## src/rtl/svm_feeder.sv

```systemverilog
// rtl/svm_feeder.sv - quantising feature feeder with credit-limited classifier issue and ordered result queue
//
// Ports:
//   clk, rst (async, active-low)
//   in_valid / in_ready / in_x0 / in_x1 : Q7.4 feature pairs from upstream
//   x0 / x1                              : registered Q5.2 features to classifier (0 when idle)
//   label                                : classifier result, sampled LAT edges after issue
//   out_valid / out_ready / out_label / out_sat : ordered results to downstream
module svm_feeder (
    input  logic        clk,
    input  logic        rst,
    input  logic        in_valid,
    output logic        in_ready,
    input  logic [11:0] in_x0,
    input  logic [11:0] in_x1,
    output logic [6:0]  x0,
    output logic [6:0]  x1,
    input  logic        label,
    output logic        out_valid,
    input  logic        out_ready,
    output logic        out_label,
    output logic        out_sat
);

    localparam int IN_DEPTH  = 4;
    localparam int RES_DEPTH = 8;
    localparam int LAT       = 4;

    // Returns {clip, q[6:0]}: round-to-nearest Q7.4 -> Q5.2 with saturation.
    function automatic logic [7:0] quant(input logic [11:0] v);
        logic [10:0] sh;
        sh = 11'(({v[11], v} + 13'd2) >> 2);
        if (sh[10:6] == 5'b00000 || sh[10:6] == 5'b11111)
            quant = {1'b0, sh[6:0]};
        else if (sh[10])
            quant = {1'b1, 7'b1000000};
        else
            quant = {1'b1, 7'b0111111};
    endfunction

    // Input FIFO entry: {sat, q0, q1}
    logic [14:0] in_mem_q [IN_DEPTH];
    logic [14:0] in_mem_d [IN_DEPTH];
    logic [1:0]  in_wr_q, in_wr_d, in_rd_q, in_rd_d;
    logic [2:0]  in_cnt_q, in_cnt_d;
    logic        in_ready_q, in_ready_d;

    logic [6:0]  x0_q, x0_d, x1_q, x1_d;
    logic [LAT-1:0] v_q, v_d, s_q, s_d;

    // Result FIFO entry: {label, sat}
    logic [1:0]  res_mem_q [RES_DEPTH];
    logic [1:0]  res_mem_d [RES_DEPTH];
    logic [2:0]  res_wr_q, res_wr_d, res_rd_q, res_rd_d;
    logic [3:0]  res_cnt_q, res_cnt_d;

    logic        in_push, issue, capture, out_pop;
    logic [2:0]  inflight;
    logic [4:0]  credit_used;
    logic [7:0]  q0, q1;
    logic [14:0] head;

    always_comb begin
        in_push     = in_valid && in_ready_q;
        inflight    = 3'(v_q[0]) + 3'(v_q[1]) + 3'(v_q[2]) + 3'(v_q[3]);
        credit_used = {2'b00, inflight} + {1'b0, res_cnt_q};
        // Credits count both in-flight and queued results so a capture
        // always finds room; a same-cycle pop is deliberately not credited.
        issue       = (in_cnt_q != 3'd0) && (credit_used < 5'(RES_DEPTH));
        capture     = v_q[LAT-1];
        out_pop     = (res_cnt_q != 4'd0) && out_ready;

        q0   = quant(in_x0);
        q1   = quant(in_x1);
        head = in_mem_q[in_rd_q];

        in_mem_d = in_mem_q;
        if (in_push)
            in_mem_d[in_wr_q] = {q0[7] | q1[7], q0[6:0], q1[6:0]};
        in_wr_d    = in_wr_q + 2'(in_push);
        in_rd_d    = in_rd_q + 2'(issue);
        in_cnt_d   = in_cnt_q + 3'(in_push) - 3'(issue);
        in_ready_d = (in_cnt_d != 3'(IN_DEPTH));

        x0_d = issue ? head[13:7] : 7'd0;
        x1_d = issue ? head[6:0]  : 7'd0;
        v_d  = {v_q[LAT-2:0], issue};
        s_d  = {s_q[LAT-2:0], issue & head[14]};

        res_mem_d = res_mem_q;
        if (capture)
            res_mem_d[res_wr_q] = {label, s_q[LAT-1]};
        res_wr_d  = res_wr_q + 3'(capture);
        res_rd_d  = res_rd_q + 3'(out_pop);
        res_cnt_d = res_cnt_q + 4'(capture) - 4'(out_pop);
    end

    always_ff @(posedge clk or negedge rst) begin
        if (!rst) begin
            in_mem_q   <= '{default: '0};
            in_wr_q    <= '0;
            in_rd_q    <= '0;
            in_cnt_q   <= '0;
            in_ready_q <= 1'b0;
            x0_q       <= '0;
            x1_q       <= '0;
            v_q        <= '0;
            s_q        <= '0;
            res_mem_q  <= '{default: '0};
            res_wr_q   <= '0;
            res_rd_q   <= '0;
            res_cnt_q  <= '0;
        end else begin
            in_mem_q   <= in_mem_d;
            in_wr_q    <= in_wr_d;
            in_rd_q    <= in_rd_d;
            in_cnt_q   <= in_cnt_d;
            in_ready_q <= in_ready_d;
            x0_q       <= x0_d;
            x1_q       <= x1_d;
            v_q        <= v_d;
            s_q        <= s_d;
            res_mem_q  <= res_mem_d;
            res_wr_q   <= res_wr_d;
            res_rd_q   <= res_rd_d;
            res_cnt_q  <= res_cnt_d;
        end
    end

    assign in_ready  = in_ready_q;
    assign x0        = x0_q;
    assign x1        = x1_q;
    assign out_valid = (res_cnt_q != 4'd0);
    // Gate with out_valid so stale storage never shows after reset or drain.
    assign out_label = out_valid & res_mem_q[res_rd_q][1];
    assign out_sat   = out_valid & res_mem_q[res_rd_q][0];

endmodule

```

## config.mk

```make
export PLATFORM = sky130hd
export DESIGN_NAME = svm_feeder
export DESIGN_NICKNAME = d
export VERILOG_FILES = /design/src/rtl/svm_feeder.sv
export SDC_FILE = /design/constraint.sdc
export NUM_CORES = 1
export LEC_CHECK = 0
export ABC_AREA = 1
export CAP_MARGIN = 10
export CORE_MARGIN = 2
export CORE_UTILIZATION = 50
export DETAILED_ROUTE_END_ITERATION = 16
export HOLD_SLACK_MARGIN = 0.05
export PLACE_DENSITY = 0.74
export SETUP_SLACK_MARGIN = 0.15
export SKIP_CTS_REPAIR_TIMING = 1
export SKIP_LAST_GASP = 1
export SYNTH_ARGS = -nofsm -noshare
export SYNTH_HDL_FRONTEND = slang
export SYNTH_SLANG_ARGS = --single-unit
```

## constraint.sdc

```tcl
create_clock -name clk -period 5.4 [get_ports clk]
set_clock_uncertainty 0.05 [all_clocks]
set_input_delay 1.08 -clock clk [delete_from_list [all_inputs] [get_ports clk]]
set_output_delay 1.08 -clock clk [all_outputs]
set_load 0.005 [all_outputs]
```

==> impl_metrics.json, run 1 <==
{
  "clkSinkCount": 116,
  "synthCells": 649,
  "netlist_top_cells_area": "dfrtp_1 (52%), nand2_1 (9.0%), o21ai_0 (7.5%), inv_1 (4.6%), nor2_1 (4.3%)",
  "yosysSeqAreaShare_pct": 51.74,
  "p_clk_share_pct": 25.1,
  "fin_util_pct": 61.76,
  "syn_area_mm2": 0.005610,
  "ys_async_sr_fraction_pct": 100.0,
  "drc": 0,
  "synth_top_family_by_area": "simple AND/OR/NAND/NOR gates",
  "cts_tree": "done",
  "core_mm2": 0.01089,
  "drive_gt1_share_pct": 7.898,
  "status": "complete, no violations",
  "switchingPower_uw": 1532,
  "io_buffer_count": 44,
  "synth_nets": 699,
  "synth_fa_ha_area_share_pct": 5.085,
  "nets": 746,
  "pwr-share-seq_pct": 37.5,
  "ant_nets": 0,
  "fmax_mhz": 275.2,
  "reg2reg_from": "v_q[3]$_DFF_PN0_",
  "dieHeight_um": 109.9,
  "dr.first_iter.drc_count": 350,
  "grt_pass1_wl_um": 20110,
  "synth-edff-count": 0,
  "dpl.hpwl_um": 7983,
  "ys.flop_type": "dfrtp_1",
  "setup_viol": 0,
  "gr-usage-all-layers_pct": 21.82,
  "slew_headroom_pct": 42.16,
  "switching_share_pct": 37.24,
  "rsz0062_at_grt": "no",
  "gp_congestion": 0.7865,
  "synth_area_leader_cell": "dfrtp_1",
  "grt_max_degree": 72,
  "area_growth_pct": 19.85,
  "routed_via_density": 5.325,
  "comb_power_share_pct": 37.4,
  "crit_type": "flop to flop",
  "cp.required_ns": 5.74,
  "cp.arrival_ns": 3.97,
  "chipWidth_um": 109.9,
  "timing.final.max_slew_violations": 0,
  "critical-path-max-stage-delay_ns": 0.48,
  "synth-xor-area-share_pct": 2.810,
  "ctsLongestPathBuffers": 2,
  "power.density_mw_per_mm2": 612.0,
  "ff2ff_setup_slack_ns": 1.77,
  "synth.top_cell.area_share_pct": 51.74,
  "numCtsBuffers": 17,
  "path_buf_inv": 4,
  "rows": 38,
  "clk_transition_reported_paths_ns": 0.06,
  "overflow": 0,
  "wl_um": 12040,
  "crit_chain": "fa_1, ha_1, a21oi_1, o21bai_1, nand3_1, nand4_1, buf_4, inv_1, ha_1, inv_1, ha_1, inv_1, fa_1, xnor2_1, xnor2_1, nand2_1",
  "path_max_fanout": 16,
  "vdd_drop_max_mv": 0.3448,
  "grt_pass1_vias": 4447,
  "dieArea_mm2": 0.01208,
  "internal_power_uw": 2583,
  "pin_count": 47,
  "synthTopCellsByCount": "nand2_1 (134), dfrtp_1 (116), o21ai_0 (84)",
  "yosysMostFrequentCell": "nand2_1",
  "min_period_ns": 3.634,
  "first_pass_iters": 5,
  "max_cap_violations": 0,
  "htreeDepth": 4,
  "yosys_warnings": 0,
  "synth_simple_gate_area_share_pct": 18.06,
  "slowest_stage": "fa_1",
  "initial_core_util_pct": 51.53,
  "hold_start": "s_q[1]$_DFF_PN0_",
  "diodes": 0,
  "startpoint_type": "flop",
  "worstSkewPairLatency_ns": 0.51,
  "hold_end": "s_q[2]$_DFF_PN0_",
  "synth_mux_area_share_pct": 0,
  "worstMarginPinSlew_ns": 0.8667,
  "total_power_uw": 4115,
  "wl_per_cell_um": 14.18,
  "critPathCaptureType": "flop",
  "hold_viol": 0,
  "synth-compound-area-share_pct": 15.90,
  "critPathTopFamily": "adder cells",
  "r2r_cells": 16,
  "ys_ff_latch": 116,
  "fin_setup_tns_ns": 0,
  "reg2reg_to": "in_ready$_DFF_PN0_",
  "vias": 4521,
  "syn_avg_cell_area_um2": 8.645,
  "antenna_found_initial": 0,
  "p_leak_uw": 0.003141,
  "holdPathStages": 0,
  "final.period_utilization_pct": 67.29,
  "yosysUniqueCellTypes": 31,
  "cts-root-buf": "clkbuf_8",
  "hold_path.class": "flop to flop"
}
[worst max path at each step]
stage                      from                 end  slack, ns  depth (start not counted)
2_1_floorplan  v_q[0]$_DFF_PN0_  in_ready$_DFF_PN0_       1.95                         16
3_3_place_gp   v_q[3]$_DFF_PN0_  in_ready$_DFF_PN0_       1.95                         16
3_5_place_dp   v_q[3]$_DFF_PN0_  in_ready$_DFF_PN0_       1.80                         16
4_1_cts        v_q[3]$_DFF_PN0_  in_ready$_DFF_PN0_       1.76                         16
5_1_grt        v_q[3]$_DFF_PN0_  in_ready$_DFF_PN0_       1.46                         16
6_report       v_q[3]$_DFF_PN0_  in_ready$_DFF_PN0_       1.77                         16
[cells by family (layout without fill, tap and decap cells)]
family / after synthesis / in the layout
compound gates: 164 / 164
flops: 116 / 116
xor+xnor: 18 / 18
simple gates: 239 / 239
fa+ha+maj: 21 / 21
buf+inv: 91 / 151
[layer usage]
layer  share of wire [%]  global-route usage, %  vias up  wire length [um]
li1                    -                      -     2219                 -
met1                  43                  26.31     2164              5220
met2                  51                  37.55      128              6099
met3                 4.9                  5.868       10               591
met4                 1.0                  7.595        0               126
met5                   0                      0        -                 0
[state kept, by name, indices dropped and copies added (netlist names)]
name	count
res_mem_q	16
s_q	4
in_rd_q	2
x0	7
in_mem_q	60
v_q	4
in_cnt_q	3
in_wr_q	2
res_wr_q	3
in_ready	1
res_rd_q	3
res_cnt_q	4
x1	7
[cell type report]
cell class	instances	area (um2)
Sequential cell	116	2903
Clock inverter	10	106.4
Clock buffer	22	442.9
Inverter	70	262.8
Fill cell	926	4164
Tap cell	140	175.2
Multi-Input combinational cell	442	2359
Timing Repair Buffer	49	475.5
[through the flow]
| stage | setup slack [ns] | cells | area [um2] | hold WS [ns] |
|---|---|---|---|---|
| detailed placement | 1.804 | 817 | 6175 | 0.2847 |
| floorplan | 1.954 | 649 | 5610 | 0.2812 |
| finish | 1.766 | 849 | 6724 | 0.2920 |
| global placement | 1.946 | 817 | 6175 | 0.2833 |
| CTS | 1.758 | 849 | 6724 | 0.2949 |
| global route | 1.463 | 849 | 6724 | 0.3051 |
[power by group through the flow]
stage	Combinational, uW	Clock [uW]	Sequential [uW]
detailed placement	1520	0	1550
global route	1770	1090	1590
finish	1540	1030	1540
global placement	1440	0	1530
floorplan	1080	0	1460
CTS	1540	1050	1540
[worst reg2reg max path, cell delays in order, from the launching register on]
cell and delay, ns:
dfrtp_1 0.45, fa_1 0.49, ha_1 0.30, a21oi_1 0.06, o21bai_1 0.22, nand3_1 0.11
nand4_1 0.12, buf_4 0.27, inv_1 0.12, ha_1 0.30, inv_1 0.06, ha_1 0.13
inv_1 0.05, fa_1 0.37, xnor2_1 0.19, xnor2_1 0.17, nand2_1 0.07
[cell usage in the layout (no fill, tap or decap), types with 2 or more instances in the layout]
master | netlist | layout
nand2_1 | 134 | 134
dfrtp_1 | 116 | 116
o21ai_0 | 84 | 84
inv_1 | 69 | 69
nor2_1 | 65 | 65
a21oi_1 | 44 | 44
clkdlybuf4s50_1 | 0 | 43
a31oi_1 | 24 | 24
ha_1 | 18 | 18
nand3_1 | 17 | 17
clkbuf_16 | 0 | 16
xor2_1 | 11 | 11
xnor2_1 | 7 | 7
o21ai_1 | 6 | 6
clkinv_2 | 0 | 6
buf_4 | 0 | 6
nand2_2 | 5 | 5
nand3_2 | 4 | 4
clkbuf_1 | 17 | 4
nor2_4 | 3 | 3
fa_1 | 3 | 3
o22ai_1 | 2 | 2
nor3_2 | 0 | 2
o21ai_4 | 2 | 2
nand2_4 | 2 | 2
nor2_2 | 2 | 2
clkbuf_8 | 0 | 2
bufinv_16 | 0 | 2
Note: power is estimated with default switching activity, not from simulation.
==> run 2: changes to the inputs <==
==> constraint.sdc (replaced) <==
create_clock -name clk -period 3.65 [get_ports clk]
set_clock_uncertainty 0.05 [all_clocks]
set_input_delay 0.73 -clock clk [delete_from_list [all_inputs] [get_ports clk]]
set_output_delay 0.73 -clock clk [all_outputs]
set_load 0.005 [all_outputs]
==> impl_metrics.json, run 2 (synthesized netlist as in run 1, its figures left out) <==
{
  "drc": 0,
  "grt_busiest_layer": "met2",
  "pin_count": 47,
  "dieHeight_um": 109.9,
  "grt_pass1_vias": 4490,
  "io_buffer_count": 44,
  "vdd_drop_max_mv": 0.4671,
  "largest_register_ffs": 60,
  "final_cell_mix": "nand2_1 (134), dfrtp_1 (116), o21ai_0 (84), inv_1 (69), nor2_1 (65)",
  "cp.required_ns": 3.98,
  "antenna_found_initial": 0,
  "dieArea_mm2": 0.01208,
  "reg.largest.list": "in_mem_q (60), res_mem_q (16)",
  "gr-usage-all-layers_pct": 21.56,
  "overflow": 0,
  "slew_headroom_pct": 43.80,
  "fin_setup_tns_ns": 0,
  "initial_core_util_pct": 51.53,
  "pwr-share-seq_pct": 37.8,
  "clk_transition_reported_paths_ns": 0.05,
  "worstSkewPairLatency_ns": 0.50,
  "drive_gt1_share_pct": 7.801,
  "wl_per_cell_um": 14.09,
  "diodes": 0,
  "timing.final.max_slew_violations": 0,
  "htreeDepth": 4,
  "ant_nets": 0,
  "rows": 38,
  "grt_util_met2_pct": 37.69,
  "status": "complete, no violations",
  "rsz0062_at_grt": "no",
  "grt_max_degree": 66,
  "cts_tree": "done",
  "placed_area_mm2": 0.006187,
  "dpl.hpwl_um": 7958,
  "regMostFlops": "in_mem_q",
  "ctsLongestPathBuffers": 2,
  "chipWidth_um": 109.9,
  "total_power_uw": 6049,
  "switching_share_pct": 36.47,
  "wl_um": 11910,
  "use_met3_pct": 4.624,
  "internal_power_uw": 3843,
  "p_leak_uw": 0.003149,
  "p_clk_share_pct": 25.2,
  "numCtsBuffers": 17,
  "path_max_fanout": 3,
  "max_cap_violations": 0,
  "hold_viol": 0,
  "nets": 746,
  "startpoint_type": "flop",
  "core_mm2": 0.01089,
  "layout_commonest_cell": "nand2_1",
  "switchingPower_uw": 2206,
  "worstMarginPinSlew_ns": 0.8421,
  "fill_cells": 913,
  "cts-root-buf": "clkbuf_8",
  "crit_type": "flop to flop",
  "regArea_mm2": 0.002903,
  "routed_via_density": 5.343,
  "setup_viol": 0,
  "power.density_mw_per_mm2": 898.3,
  "critPathCaptureType": "flop",
  "dp_slack_ns": 0.3803,
  "fin_area_mm2": 0.006734,
  "first_pass_iters": 5,
  "fin_util_pct": 61.85,
  "hold_path.class": "input port to async pin",
  "vias": 4515,
  "final.period_utilization_pct": 88.87,
  "grt_pass1_wl_um": 20030,
  "worst_slack_ns": 0.4064,
  "multi_input_area_mm2": 0.002362,
  "area_growth_pct": 20.03,
  "min_period_ns": 3.244,
  "grtUsageMet1_pct": 25.47,
  "gp_congestion": 0.8150,
  "clkSinkCount": 116,
  "fmax_mhz": 308.3,
  "cp.arrival_ns": 3.57,
  "comb_power_share_pct": 37.1,
  "dr.first_iter.drc_count": 277
}
-- run 2: worst paths after layout --
check | from | endpoint | slack [ns] | cells past startpoint
worst min register to register | s_q[0]$_DFF_PN0_ | s_q[1]$_DFF_PN0_ | 0.30 | 0
max in group asynchronous | rst | x0[0]$_DFF_PN0_ | 2.56 | 2
worst min-delay path | rst | res_cnt_q[1]$_DFF_PN0_ | 0.23 | 1
worst max-delay path | v_q[0]$_DFF_PN0_ | in_ready$_DFF_PN0_ | 0.41 | 15
min in group clk | s_q[0]$_DFF_PN0_ | s_q[1]$_DFF_PN0_ | 0.30 | 0
worst max register to register | v_q[0]$_DFF_PN0_ | in_ready$_DFF_PN0_ | 0.41 | 15
-- run 2: power by group through the flow --
stage | logic (uW) | registers [uW] | clock network (uW)
after floorplan | 1590 | 2170 | 0
after global placement | 2120 | 2270 | 0
after detailed placement | 2220 | 2300 | 0
after CTS | 2250 | 2290 | 1550
after global routing | 2600 | 2350 | 1600
final | 2240 | 2280 | 1520
-- run 2: cell type report --
class | count | area share (%)
Sequential cell | 116 | 43.11
Clock buffer | 22 | 6.875
Inverter | 70 | 3.902
Clock inverter | 6 | 1.189
Multi-Input combinational cell | 442 | 35.08
Tap cell | 140 | 2.601
Timing Repair Buffer | 49 | 7.246
-- run 2: through the flow --
step	instances	hold WS (ns)
global route	845	0.2711
detailed placement	817	0.2878
floorplan	649	0.2812
CTS	845	0.2345
global placement	817	0.2829
finish	845	0.2261
-- run 2: layer usage --
layer / up-vias / wire length (um)
li1: 2208 / -
met1: 2167 / 5107
met2: 122 / 6034
met3: 18 / 577
met4: 0 / 191
met5: - / 0
-- run 2: worst max-delay path: stages, from the launching register on --
cell	delay, ns
dfrtp_1	0.40
fa_1	0.54
ha_1	0.22
a21oi_1	0.18
o21bai_2	0.09
nand3_1	0.09
nand4_1	0.14
inv_1	0.14
ha_1	0.24
inv_1	0.06
ha_1	0.13
inv_1	0.05
fa_1	0.38
xnor2_1	0.19
xnor2_1	0.16
nand2_1	0.08
